File: src/rtl/event_counter_bank_if.sv
// Read-port handshake bundle for event_counter_bank.
// master: requester; slave: the counter bank.
interface event_counter_bank_if #(
  parameter int IDX_W     = 4,
  parameter int CNT_WIDTH = 32
);
  logic                 rd_req_valid;
  logic                 rd_req_ready;
  logic [IDX_W-1:0]     rd_req_idx;
  logic                 rd_req_snap;
  logic                 rd_resp_valid;
  logic                 rd_resp_ready;
  logic [CNT_WIDTH-1:0] rd_resp_data;
  logic                 rd_resp_err;

  modport master (
    output rd_req_valid, rd_req_idx, rd_req_snap,
    output rd_resp_ready,
    input  rd_req_ready, rd_resp_valid,
    input  rd_resp_data, rd_resp_err
  );

  modport slave (
    input  rd_req_valid, rd_req_idx, rd_req_snap,
    input  rd_resp_ready,
    output rd_req_ready, rd_resp_valid,
    output rd_resp_data, rd_resp_err
  );
endinterface

File: src/rtl/event_counter_bank.sv
// Bank of saturating event counters with windowed snapshots.
// Ports: clk, rst (async low), evt_inc/evt_mask, freeze, clear,
//   rd (read handshake), cycle_count, snap_pulse, overflow.
module event_counter_bank #(
  parameter int NUM_EVENTS    = 16,
  parameter int CNT_WIDTH     = 32,
  parameter int INC_WIDTH     = 2,
  parameter int WINDOW_CYCLES = 0,
  localparam int IDX_W = (NUM_EVENTS > 1) ?
                         $clog2(NUM_EVENTS) : 1
) (
  input  logic                            clk,
  input  logic                            rst,
  input  logic [NUM_EVENTS*INC_WIDTH-1:0] evt_inc,
  input  logic [NUM_EVENTS-1:0]           evt_mask,
  input  logic                            freeze,
  input  logic                            clear,
  event_counter_bank_if.slave             rd,
  output logic [CNT_WIDTH-1:0]            cycle_count,
  output logic                            snap_pulse,
  output logic [NUM_EVENTS-1:0]           overflow
);
  localparam int SW = CNT_WIDTH + 1;
  localparam int WIN_W = (WINDOW_CYCLES > 1) ?
                         $clog2(WINDOW_CYCLES) : 1;
  localparam logic [WIN_W-1:0] POS_LAST =
    WIN_W'((WINDOW_CYCLES > 0) ? WINDOW_CYCLES - 1 : 0);

  typedef enum logic {S_IDLE, S_RESP} rd_state_e;

  logic [CNT_WIDTH-1:0]  live_q [NUM_EVENTS];
  logic [CNT_WIDTH-1:0]  live_d [NUM_EVENTS];
  logic [CNT_WIDTH-1:0]  snap_q [NUM_EVENTS];
  logic [CNT_WIDTH-1:0]  snap_d [NUM_EVENTS];
  logic [NUM_EVENTS-1:0] ovf_q, ovf_d;
  logic [CNT_WIDTH-1:0]  cyc_q, cyc_d;
  logic [WIN_W-1:0]      pos_q, pos_d;
  logic                  pulse_q, pulse_d;

  logic                  win_end, adv;
  logic [INC_WIDTH-1:0]  inc;
  logic [SW-1:0]         sum;
  logic [CNT_WIDTH-1:0]  sat_v;

  rd_state_e             st_q;
  logic                  rdy_q, rv_q, err_q;
  logic [CNT_WIDTH-1:0]  data_q;
  logic [CNT_WIDTH-1:0]  rd_sel;
  logic                  rd_oor;

  always_comb begin
    win_end = 1'b0;
    if (WINDOW_CYCLES > 0)
      win_end = (pos_q == POS_LAST);
    adv     = !freeze && !clear;
    pulse_d = adv && win_end;
    cyc_d   = cyc_q;
    pos_d   = pos_q;
    ovf_d   = ovf_q;
    inc     = '0;
    sum     = '0;
    sat_v   = '0;
    for (int i = 0; i < NUM_EVENTS; i++) begin
      live_d[i] = live_q[i];
      snap_d[i] = snap_q[i];
      inc = evt_mask[i] ?
            evt_inc[i*INC_WIDTH +: INC_WIDTH] : '0;
      // extra carry bit detects saturation
      sum   = {1'b0, live_q[i]} + SW'(inc);
      sat_v = sum[CNT_WIDTH] ? '1 : sum[CNT_WIDTH-1:0];
      if (clear) begin
        live_d[i] = '0;
        ovf_d[i]  = 1'b0;
      end else if (adv) begin
        ovf_d[i] = ovf_q[i] | sum[CNT_WIDTH];
        if (win_end) begin
          snap_d[i] = sat_v;
          live_d[i] = '0;
        end else begin
          live_d[i] = sat_v;
        end
      end
    end
    if (clear) begin
      cyc_d = '0;
      pos_d = '0;
    end else if (adv) begin
      cyc_d = (&cyc_q) ? cyc_q : cyc_q + 1'b1;
      if (WINDOW_CYCLES > 0)
        pos_d = win_end ? '0 : pos_q + 1'b1;
    end
  end

  always_ff @(posedge clk or negedge rst) begin
    if (!rst) begin
      for (int i = 0; i < NUM_EVENTS; i++) begin
        live_q[i] <= '0;
        snap_q[i] <= '0;
      end
      ovf_q   <= '0;
      cyc_q   <= '0;
      pos_q   <= '0;
      pulse_q <= 1'b0;
    end else begin
      for (int i = 0; i < NUM_EVENTS; i++) begin
        live_q[i] <= live_d[i];
        snap_q[i] <= snap_d[i];
      end
      ovf_q   <= ovf_d;
      cyc_q   <= cyc_d;
      pos_q   <= pos_d;
      pulse_q <= pulse_d;
    end
  end

  always_comb begin
    rd_sel = '0;
    rd_oor = 1'b1;
    for (int i = 0; i < NUM_EVENTS; i++) begin
      if (32'(rd.rd_req_idx) == i) begin
        rd_oor = 1'b0;
        rd_sel = rd.rd_req_snap ? snap_q[i] : live_q[i];
      end
    end
  end

  // ready is registered so it stays low through reset
  always_ff @(posedge clk or negedge rst) begin
    if (!rst) begin
      st_q   <= S_IDLE;
      rdy_q  <= 1'b0;
      rv_q   <= 1'b0;
      err_q  <= 1'b0;
      data_q <= '0;
    end else begin
      unique case (st_q)
        S_IDLE: begin
          rdy_q <= 1'b1;
          if (rd.rd_req_valid && rdy_q) begin
            st_q   <= S_RESP;
            rdy_q  <= 1'b0;
            rv_q   <= 1'b1;
            data_q <= rd_sel;
            err_q  <= rd_oor;
          end
        end
        S_RESP: begin
          if (rd.rd_resp_ready) begin
            st_q  <= S_IDLE;
            rdy_q <= 1'b1;
            rv_q  <= 1'b0;
          end
        end
        default: st_q <= S_IDLE;
      endcase
    end
  end

  assign rd.rd_req_ready  = rdy_q;
  assign rd.rd_resp_valid = rv_q;
  assign rd.rd_resp_data  = data_q;
  assign rd.rd_resp_err   = err_q;
  assign cycle_count      = cyc_q;
  assign snap_pulse       = pulse_q;
  assign overflow         = ovf_q;
endmodule
File: src/flat_wrapper.sv
// flat-port wrapper written by rule: the top's interface ports become plain ports
module event_counter_bank_flat 
#(
  parameter int NUM_EVENTS    = 16,
  parameter int CNT_WIDTH     = 32,
  parameter int INC_WIDTH     = 2,
  parameter int WINDOW_CYCLES = 0,
  localparam int IDX_W = (NUM_EVENTS > 1) ?
                         $clog2(NUM_EVENTS) : 1
)
  (clk, rst, evt_inc, evt_mask, freeze, clear, cycle_count, snap_pulse, overflow, rd_rd_req_valid, rd_rd_req_idx, rd_rd_req_snap, rd_rd_resp_ready, rd_rd_req_ready, rd_rd_resp_valid, rd_rd_resp_data, rd_rd_resp_err);
  event_counter_bank_if #(.CNT_WIDTH(CNT_WIDTH)) rd_i ();
  input  logic clk;
  input  logic rst;
  input  logic [NUM_EVENTS*INC_WIDTH-1:0] evt_inc;
  input  logic [NUM_EVENTS-1:0] evt_mask;
  input  logic freeze;
  input  logic clear;
  output logic [CNT_WIDTH-1:0] cycle_count;
  output logic snap_pulse;
  output logic [NUM_EVENTS-1:0] overflow;
  input wire logic [$bits(rd_i.rd_req_valid)-1:0] rd_rd_req_valid;
  input wire logic [$bits(rd_i.rd_req_idx)-1:0] rd_rd_req_idx;
  input wire logic [$bits(rd_i.rd_req_snap)-1:0] rd_rd_req_snap;
  input wire logic [$bits(rd_i.rd_resp_ready)-1:0] rd_rd_resp_ready;
  output wire logic [$bits(rd_i.rd_req_ready)-1:0] rd_rd_req_ready;
  output wire logic [$bits(rd_i.rd_resp_valid)-1:0] rd_rd_resp_valid;
  output wire logic [$bits(rd_i.rd_resp_data)-1:0] rd_rd_resp_data;
  output wire logic [$bits(rd_i.rd_resp_err)-1:0] rd_rd_resp_err;
  assign rd_i.rd_req_valid = rd_rd_req_valid;
  assign rd_i.rd_req_idx = rd_rd_req_idx;
  assign rd_i.rd_req_snap = rd_rd_req_snap;
  assign rd_i.rd_resp_ready = rd_rd_resp_ready;
  assign rd_rd_req_ready = rd_i.rd_req_ready;
  assign rd_rd_resp_valid = rd_i.rd_resp_valid;
  assign rd_rd_resp_data = rd_i.rd_resp_data;
  assign rd_rd_resp_err = rd_i.rd_resp_err;
  event_counter_bank #(.NUM_EVENTS(NUM_EVENTS), .CNT_WIDTH(CNT_WIDTH), .INC_WIDTH(INC_WIDTH), .WINDOW_CYCLES(WINDOW_CYCLES)) u_core (.clk(clk), .rst(rst), .evt_inc(evt_inc), .evt_mask(evt_mask), .freeze(freeze), .clear(clear), .rd(rd_i), .cycle_count(cycle_count), .snap_pulse(snap_pulse), .overflow(overflow));
endmodule
File: config.mk
export PLATFORM = sky130hd
export DESIGN_NAME = event_counter_bank_flat
export DESIGN_NICKNAME = d
export VERILOG_FILES = /design/src/rtl/event_counter_bank_if.sv /design/src/rtl/event_counter_bank.sv /design/src/flat_wrapper.sv
export SDC_FILE = /design/constraint.sdc
export NUM_CORES = 2
export LEC_CHECK = 0
export ABC_AREA = 1
export BUFFER_PORTS_ARGS = -buffer_cell sky130_fd_sc_hd__clkbuf_2
export CAP_MARGIN = 10
export CORE_MARGIN = 5
export CORE_UTILIZATION = 45
export CTS_CLUSTER_SIZE = 14
export DETAILED_ROUTE_END_ITERATION = 10
export HOLD_SLACK_MARGIN = 0.03
export PLACE_DENSITY = 0.66
export RECOVER_POWER = 100
export SLEW_MARGIN = 30
export SYNTH_ARGS = -nofsm -noshare
export SYNTH_HDL_FRONTEND = slang
export SYNTH_SLANG_ARGS = --single-unit
export TNS_END_PERCENT = 20
File: constraint.sdc
create_clock -name clk -period 2.7 [get_ports clk]
set_input_delay 0.27 -clock clk [delete_from_list [all_inputs] [get_ports clk]]
set_output_delay 0.27 -clock clk [all_outputs]
set_load 0.005 [all_outputs]
# Word-level counts from Yosys, hierarchy flattened
# Index checks and enable logic that the tools add are counted.
dict set report totals {
  regBits 596
  in_bits 59
  out_inout_bits 84
  elab_cells 241
}
dict set report classes {
  n_addsub 17
  n_eq_ne 18
  n_mux 156
  bitwise_logic 17
  reduce_logical 10
}
# operator n
set op_table {}
lappend op_table {{2-to-1 mux 32 bit} 83}
lappend op_table {{adder 32 x 2 -> 33 bit} 16}
lappend op_table {{2-to-1 mux 1 bit} 54}
lappend op_table {{adder 32 x 1 -> 32 bit, second input constant} 1}
lappend op_table {{== test 4 bit, second input constant} 8}
lappend op_table {{2-to-1 mux 2 bit} 16}
lappend op_table {{AND reduction 32 bit} 1}
lappend op_table {{== test 4 x 3 -> 1 bit, second input constant} 4}
lappend op_table {{OR 1 bit} 16}
lappend op_table {{== test 4 x 2 -> 1 bit, second input constant} 2}
lappend op_table {{case mux 1 bit (2 select lines)} 3}
lappend op_table {{AND reduction 2 bit} 3}
lappend op_table {{== test 4 x 1 -> 1 bit, second input constant} 1}
lappend op_table {{zero test 4 bit} 1}
lappend op_table {{inequality test 2 bit, second input constant} 2}
lappend op_table {{logical AND 1 bit} 2}
lappend op_table {{zero test 1 bit} 2}
lappend op_table {{inequality test 2 x 1 -> 1 bit, second input constant} 1}
lappend op_table {{nonzero test 2 bit} 1}
lappend op_table {{inverter 1 bit} 1}

# Longest topological paths before layout
dict set report logic_depth {
  depth_word 17
  mapped_depth 19
  depth_no_buf 18
}

# Worst setup path after synthesis
# No wires, ideal clock.
dict set report synth_path {
  path_kind {reg2reg}
  startpoint {register u_core.live_q[384] (netlist bit)}
  endpoint {register u_core.live_q[414] (netlist bit)}
  setup_time_ns 0.130
  arrival_time_ns 2.116
  t_required_ns 2.570
  slack_ns 0.454
  path_stages_with_launch 17
  n_path_buf 0
  synth_period_minus_slack_ns 2.246
  cell_sequence {dfrtp_1 -> ha_1 -> fa_1 -> nand3_2 -> nor3_2 -> nand2_1 -> nor2_2 -> nand3_1 -> inv_1 -> nand2_1 -> nor2_2 -> nand2_2 -> clkinv_2 -> a21oi_1 -> o21ai_0 -> nand2_1 -> o21ai_0}
}
dict set report synth_between {
  elab_chain_cells 4
}
# element line
set synth_rtl {}
lappend synth_rtl {{start, declared} event_counter_bank.sv:31} ;# logic [CNT_WIDTH-1:0] live_q [NUM_EVENTS];
lappend synth_rtl {{start signal, assigned by index} event_counter_bank.sv:106} ;# live_q[i] <= live_d[i];
lappend synth_rtl {{adder 32 x 2 -> 33 bit} event_counter_bank.sv:69} ;# sum = {1'b0, live_q[i]} + SW'(inc);
lappend synth_rtl {{2-to-1 mux 32 bit} event_counter_bank.sv:70} ;# sat_v = sum[CNT_WIDTH] ? '1 : sum[CNT_WIDTH-1:0];
lappend synth_rtl {{2-to-1 mux 32 bit} event_counter_bank.sv:74} ;# end else if (adv) begin
lappend synth_rtl {{2-to-1 mux 32 bit} event_counter_bank.sv:71} ;# if (clear) begin
# No other way between the ends. The select of a mux whose other input is x is not followed.
# A chain may end at the register's enable or synchronous reset.

# Worst setup path after layout
dict set report layout_path {
  startpoint {register u_core.live_q[441] (netlist bit)}
  endpoint {register u_core.data_q[25] (netlist: u_core.rd.rd_resp_data[25])}
}
dict set report layout_between {
  elab_chain_cells 15
}
# element line
set layout_rtl {}
lappend layout_rtl {{2-to-1 mux 32 bit} event_counter_bank.sv:122} ;# rd_sel = rd.rd_req_snap ? snap_q[i] : live_q[i];
lappend layout_rtl {{2-to-1 mux 32 bit (14 in series)} event_counter_bank.sv:120} ;# if (32'(rd.rd_req_idx) == i) begin
lappend layout_rtl {{end signal, assigned} event_counter_bank.sv:143} ;# data_q <= rd_sel;
lappend layout_rtl {{end, declared} event_counter_bank.sv:47} ;# logic [CNT_WIDTH-1:0] data_q;
# No other way between the ends.

==> tab_implementation.tex <==
\begin{tabular}{lr}
\hline
Metric & Value \\
\hline
\multicolumn{2}{l}{\textbf{Flow run}} \\
\quad Count of maximum capacitance violations & 1 \\
\multicolumn{2}{l}{\textbf{Final layout}} \\
\quad Most common cell after layout, fill and taps aside & sky130\_fd\_sc\_hd\_\_nand2\_1 \\
\quad Leading cell types in the layout, fill and taps excluded & sky130\_fd\_sc\_hd\_\_nand2\_1 (1736), sky130\_fd\_sc\_hd\_\_nor2\_1 (667), sky130\_fd\_sc\_hd\_\_inv\_1 (666) \\
\quad Nets@finish & 6507 \\
\quad Synthesis-to-finish area growth & 14.5\% \\
\quad Multi-input gate area in the final layout & 0.0231 sq mm \\
\quad Sequential standard cell area & 0.0149 sq mm \\
\quad Final Core Density & 51.7\% \\
\quad Layout cell share with drive strength beyond 1 & 8.67\% \\
\quad Layout fillers & 9253 \\
\quad Final cell count without fillers & 7645 \\
\quad Number of antenna repair diodes & 0 \\
\multicolumn{2}{l}{\textbf{Global routing}} \\
\quad Number of antenna violations at the first check in global routing & 1 \\
\quad Total overflow reported by the global router & 0 \\
\quad Wire length of the first global-routing pass & 261000 um \\
\quad Largest net degree at the start of global routing & 171 \\
\quad Global-route usage over all layers & 34.3\% \\
\quad Vias in the first global route & 41580 \\
\multicolumn{2}{l}{\textbf{Timing}} \\
\quad Setup repair after global routing missed its margin & yes \\
\quad Final hold slack & 0.0507 ns \\
\quad Setup ws final & -0.00980 ns \\
\quad Final count of hold timing violations & 0 \\
\quad Fmax & 369 MHz \\
\quad Skew final & 0.0266 ns \\
\quad Slew @ Worst Pin & 1.84 ns \\
\quad Remaining max-slew budget at the tightest pin & -22.9\% \\
\quad Final worst path period share & 100\% \\
\quad Setup-failing EPs final & 1 \\
\quad Shortest period the worst path allows & 2.71 ns \\
\quad Setup total negative slack & -0.00980 ns \\
\quad Final slew viol count & 53 \\
\multicolumn{2}{l}{\textbf{Critical path}} \\
\quad Cell with the most instances on the worst path & sky130\_fd\_sc\_hd\_\_nor2\_1 \\
\quad Peak fanout along the critical path & 4 \\
\quad R2r setup slk & -0.01 ns \\
\quad Crit start category & register \\
\quad Critical path class & reg2reg \\
\quad Critical-path top delay cell & sky130\_fd\_sc\_hd\_\_dfrtp\_1 \\
\quad Endpoint required time on the critical path & 3.24 ns \\
\quad Ordered list of cells on the worst path & o211ai\_1 > nand3\_1 > nand2\_1 > nand4\_1 > nor2\_1 > nand4\_1 > nor2\_1 > nand4\_1 > nor2\_1 > nor2\_1 \\
\quad Source of the worst register-to-register timing path & u\_core.live\_q[441] \\
\quad Worst EP arrival & 3.25 ns \\
\quad FF-to-FF path depth & 10 \\
\quad Critical register-to-register path endpoint & u\_core.rd.rd\_resp\_data[25] \\
\quad Max incr delay on CP & 0.45 ns \\
\quad Kind of end point of the critical path & register \\
\multicolumn{2}{l}{\textbf{Routing}} \\
\quad Post-detailed-route count of antenna-violating nets & 0 \\
\quad Starting DRC count in detailed routing & 4788 \\
\quad Final routed wirelength across all metal layers & 173000 um \\
\quad Detailed-route DRC error count & 0 \\
\quad Total via count in the routed design & 44253 \\
\quad Per-cell routed wire length & 22.6 um \\
\quad Drt first pass iters & 5 \\
\quad Per-cell via count in the routed design & 5.79 \\
\multicolumn{2}{l}{\textbf{Floorplanning}} \\
\quad Area of the core region & 0.0915 sq mm \\
\quad Die ar. & 0.0981 sq mm \\
\quad Die width & 313 um \\
\quad Starting Density & 45.2\% \\
\quad Total I/O pin count & 143 \\
\quad Count of standard-cell rows & 111 \\
\quad Y dimension of the die & 313 um \\
\multicolumn{2}{l}{\textbf{Clock tree}} \\
\quad Clock tree root driver cell & sky130\_fd\_sc\_hd\_\_clkbuf\_16 \\
\quad Skew-Pair Late Insertion Delay & 0.66 ns \\
\quad Number of levels in the clock H-tree & 3 \\
\quad Num CTS Buffers & 76 \\
\quad Number of clock sinks & 596 \\
\quad CTS tree & yes \\
\quad CTS clk-pin slew, worst paths & 0.06 ns \\
\quad Number of buffers on the longest clock path & 3 \\
\multicolumn{2}{l}{\textbf{Hold path}} \\
\quad Worst min-delay path class & in2reg \\
\quad Hold Startpoint & evt\_inc[0] \\
\quad Hold Path Depth & 6 \\
\quad Hold-critical path endpoint & u\_core.live\_q[480] \\
\multicolumn{2}{l}{\textbf{Synthesis}} \\
\quad Sequential-to-total area share from yosys stat & 36.1\% \\
\quad Synthesized netlist cell count & 6158 \\
\quad Yosys warns & 0 \\
\quad Average footprint of a synthesized cell & 6.72 sq um \\
\quad Number of synthesized register bits & 596 \\
\quad Net Count, Synth & 6266 \\
\quad Number of flops mapped to enable cells by yosys & 0 \\
\quad Share of flip-flops with an asynchronous set or reset & 100\% \\
\quad Synthesized cell area & 0.0414 sq mm \\
\quad Main flop type after synthesis & sky130\_fd\_sc\_hd\_\_dfrtp\_1 \\
\quad Post-synth cell types & 53 \\
\multicolumn{2}{l}{\textbf{Place}} \\
\quad Number of port buffers & 141 \\
\quad Weighted congestion reported at the end of routability-driven placement & 1.02 \\
\quad Placed instance count & 7497 \\
\quad HPWL after DPL & 131000 um \\
\multicolumn{2}{l}{\textbf{Power and ir drop}} \\
\quad VDD IR-drop max & 0.432 mV \\
\quad Final Total Pwr & 22.5 mW \\
\quad Total power per unit cell area & 476 mW/mm\^{}2 \\
\quad Leakage power total & 20.8 nW \\
\multicolumn{2}{l}{\textbf{Run status}} \\
\quad Run status & complete, but fails checks \\
\quad Violations in the final reports & capacitance limit, slew limit, setup timing \\
\hline
\end{tabular}
[through the flow]
step	setup slack (ns)	area, sq um
6_report	-0.00980	47400
3_3_place_gp	-0.421	44900
4_1_cts	0.0747	47600
2_1_floorplan	0.454	41400
5_1_grt	-0.0341	47400
3_5_place_dp	-0.358	44900
[worst max-delay path by stage]
stage,to,start,cells after the start,slack [ns]
2_1_floorplan,u_core.live_q[414],u_core.live_q[384],16,0.45
3_3_place_gp,u_core.rd.rd_resp_data[25],rd_rd_req_idx[2],15,-0.42
3_5_place_dp,u_core.rd.rd_resp_data[25],rd_rd_req_idx[2],15,-0.36
4_1_cts,u_core.rd.rd_resp_data[25],u_core.live_q[441],10,0.07
5_1_grt,u_core.live_q[375],u_core.live_q[352],13,-0.03
6_report,u_core.rd.rd_resp_data[25],u_core.live_q[441],10,-0.01
[worst max-delay path: cells and delay by family, from the launching register on]
kind             cells  cell delay, ns
flip-flops           1            0.45
AND/OR/NAND/NOR      9            1.89
AO/OA/AOI/OAI        1            0.24
[power breakdown]
part / internal [mW] / switching, mW / total [mW] / leakage (nW)
combinational: 0.648 / 1.59 / 2.24 / 11.3
clock: 6.27 / 4.36 / 10.6 / 1.28
sequential: 9.26 / 0.411 / 9.67 / 8.24
total: 16.2 / 6.36 / 22.5 / 20.8
[layer usage]
| layer | part of all wire (%) | wire length, um | GRT usage (%) | vias up |
|---|---|---|---|---|
| li1 | - | - | - | 20699 |
| met1 | 43 | 73700 | 47.2 | 21323 |
| met2 | 44 | 76600 | 53.3 | 1863 |
| met3 | 8.5 | 14700 | 7.06 | 368 |
| met4 | 4.6 | 7940 | 12.9 | 0 |
| met5 | 0 | 0 | 0 | - |
[synthesized netlist by cell type (12+ instances only)]
library cell	count	area share (%)
sky130_fd_sc_hd__nor4_1	112	1.7
sky130_fd_sc_hd__or2_2	23	0.35
sky130_fd_sc_hd__nor2_1	678	6.2
sky130_fd_sc_hd__fa_1	16	0.77
sky130_fd_sc_hd__o211ai_1	35	0.64
sky130_fd_sc_hd__o22ai_1	47	0.71
sky130_fd_sc_hd__nor3_1	234	2.8
sky130_fd_sc_hd__inv_1	670	6.1
sky130_fd_sc_hd__inv_2	12	0.11
sky130_fd_sc_hd__ha_1	33	1.0
sky130_fd_sc_hd__o21ai_1	18	0.22
sky130_fd_sc_hd__o31ai_1	21	0.38
sky130_fd_sc_hd__nor2_2	15	0.23
sky130_fd_sc_hd__clkbuf_1	197	1.8
sky130_fd_sc_hd__nand4_1	231	3.5
sky130_fd_sc_hd__buf_2	18	0.22
sky130_fd_sc_hd__xor2_1	245	5.2
sky130_fd_sc_hd__nor3_2	17	0.41
sky130_fd_sc_hd__dfrtp_1	596	36
sky130_fd_sc_hd__o21ai_0	644	7.8
sky130_fd_sc_hd__nand2_1	1738	16
sky130_fd_sc_hd__nand3_1	258	3.1
sky130_fd_sc_hd__a21o_1	28	0.51
sky130_fd_sc_hd__a21oi_1	142	1.7
[logic make-up (layout without fill, tap and decap cells)]
| family | Yosys count | in the layout | share of synthesized area, % |
|---|---|---|---|
| flip-flops | 596 | 596 | 36.1 |
| adder cells (fa/ha/maj) | 49 | 49 | 1.77 |
| buffers and inverters | 915 | 1215 | 8.47 |
| other | 1 | 1 | 0.00906 |
| AND/OR/NAND/NOR | 3371 | 3372 | 35.6 |
| XOR/XNOR | 252 | 252 | 5.34 |
| AO/OA/AOI/OAI | 974 | 974 | 12.7 |
[sequential cells by signal, indices dropped and copies added, names as in the netlist]
signal	cells
u_core.rd.rd_req_ready	1
u_core.overflow	16
u_core.live_q	512
u_core.st_q	1
u_core.rd.rd_resp_data	32
u_core.rd.rd_resp_err	1
u_core.rd.rd_resp_valid	1
u_core.cycle_count	32
[layout make-up]
cell class | count | area share (%)
multi-input cells | 4648 | 48.8
flip-flops and latches | 596 | 31.5
repair buffers | 390 | 5.64
inverters | 687 | 5.48
clock buffers | 119 | 5.04
well taps | 1186 | 3.13
clock inverters | 19 | 0.407
[timing repair]
item,CTS,global route
endpoints found under the setup margin,0,87
hold buffers,7,0
hold endpoints to repair,83,0
resized for setup,0,40
setup buffers,0,2
Note: power is estimated with default switching activity, not from simulation.
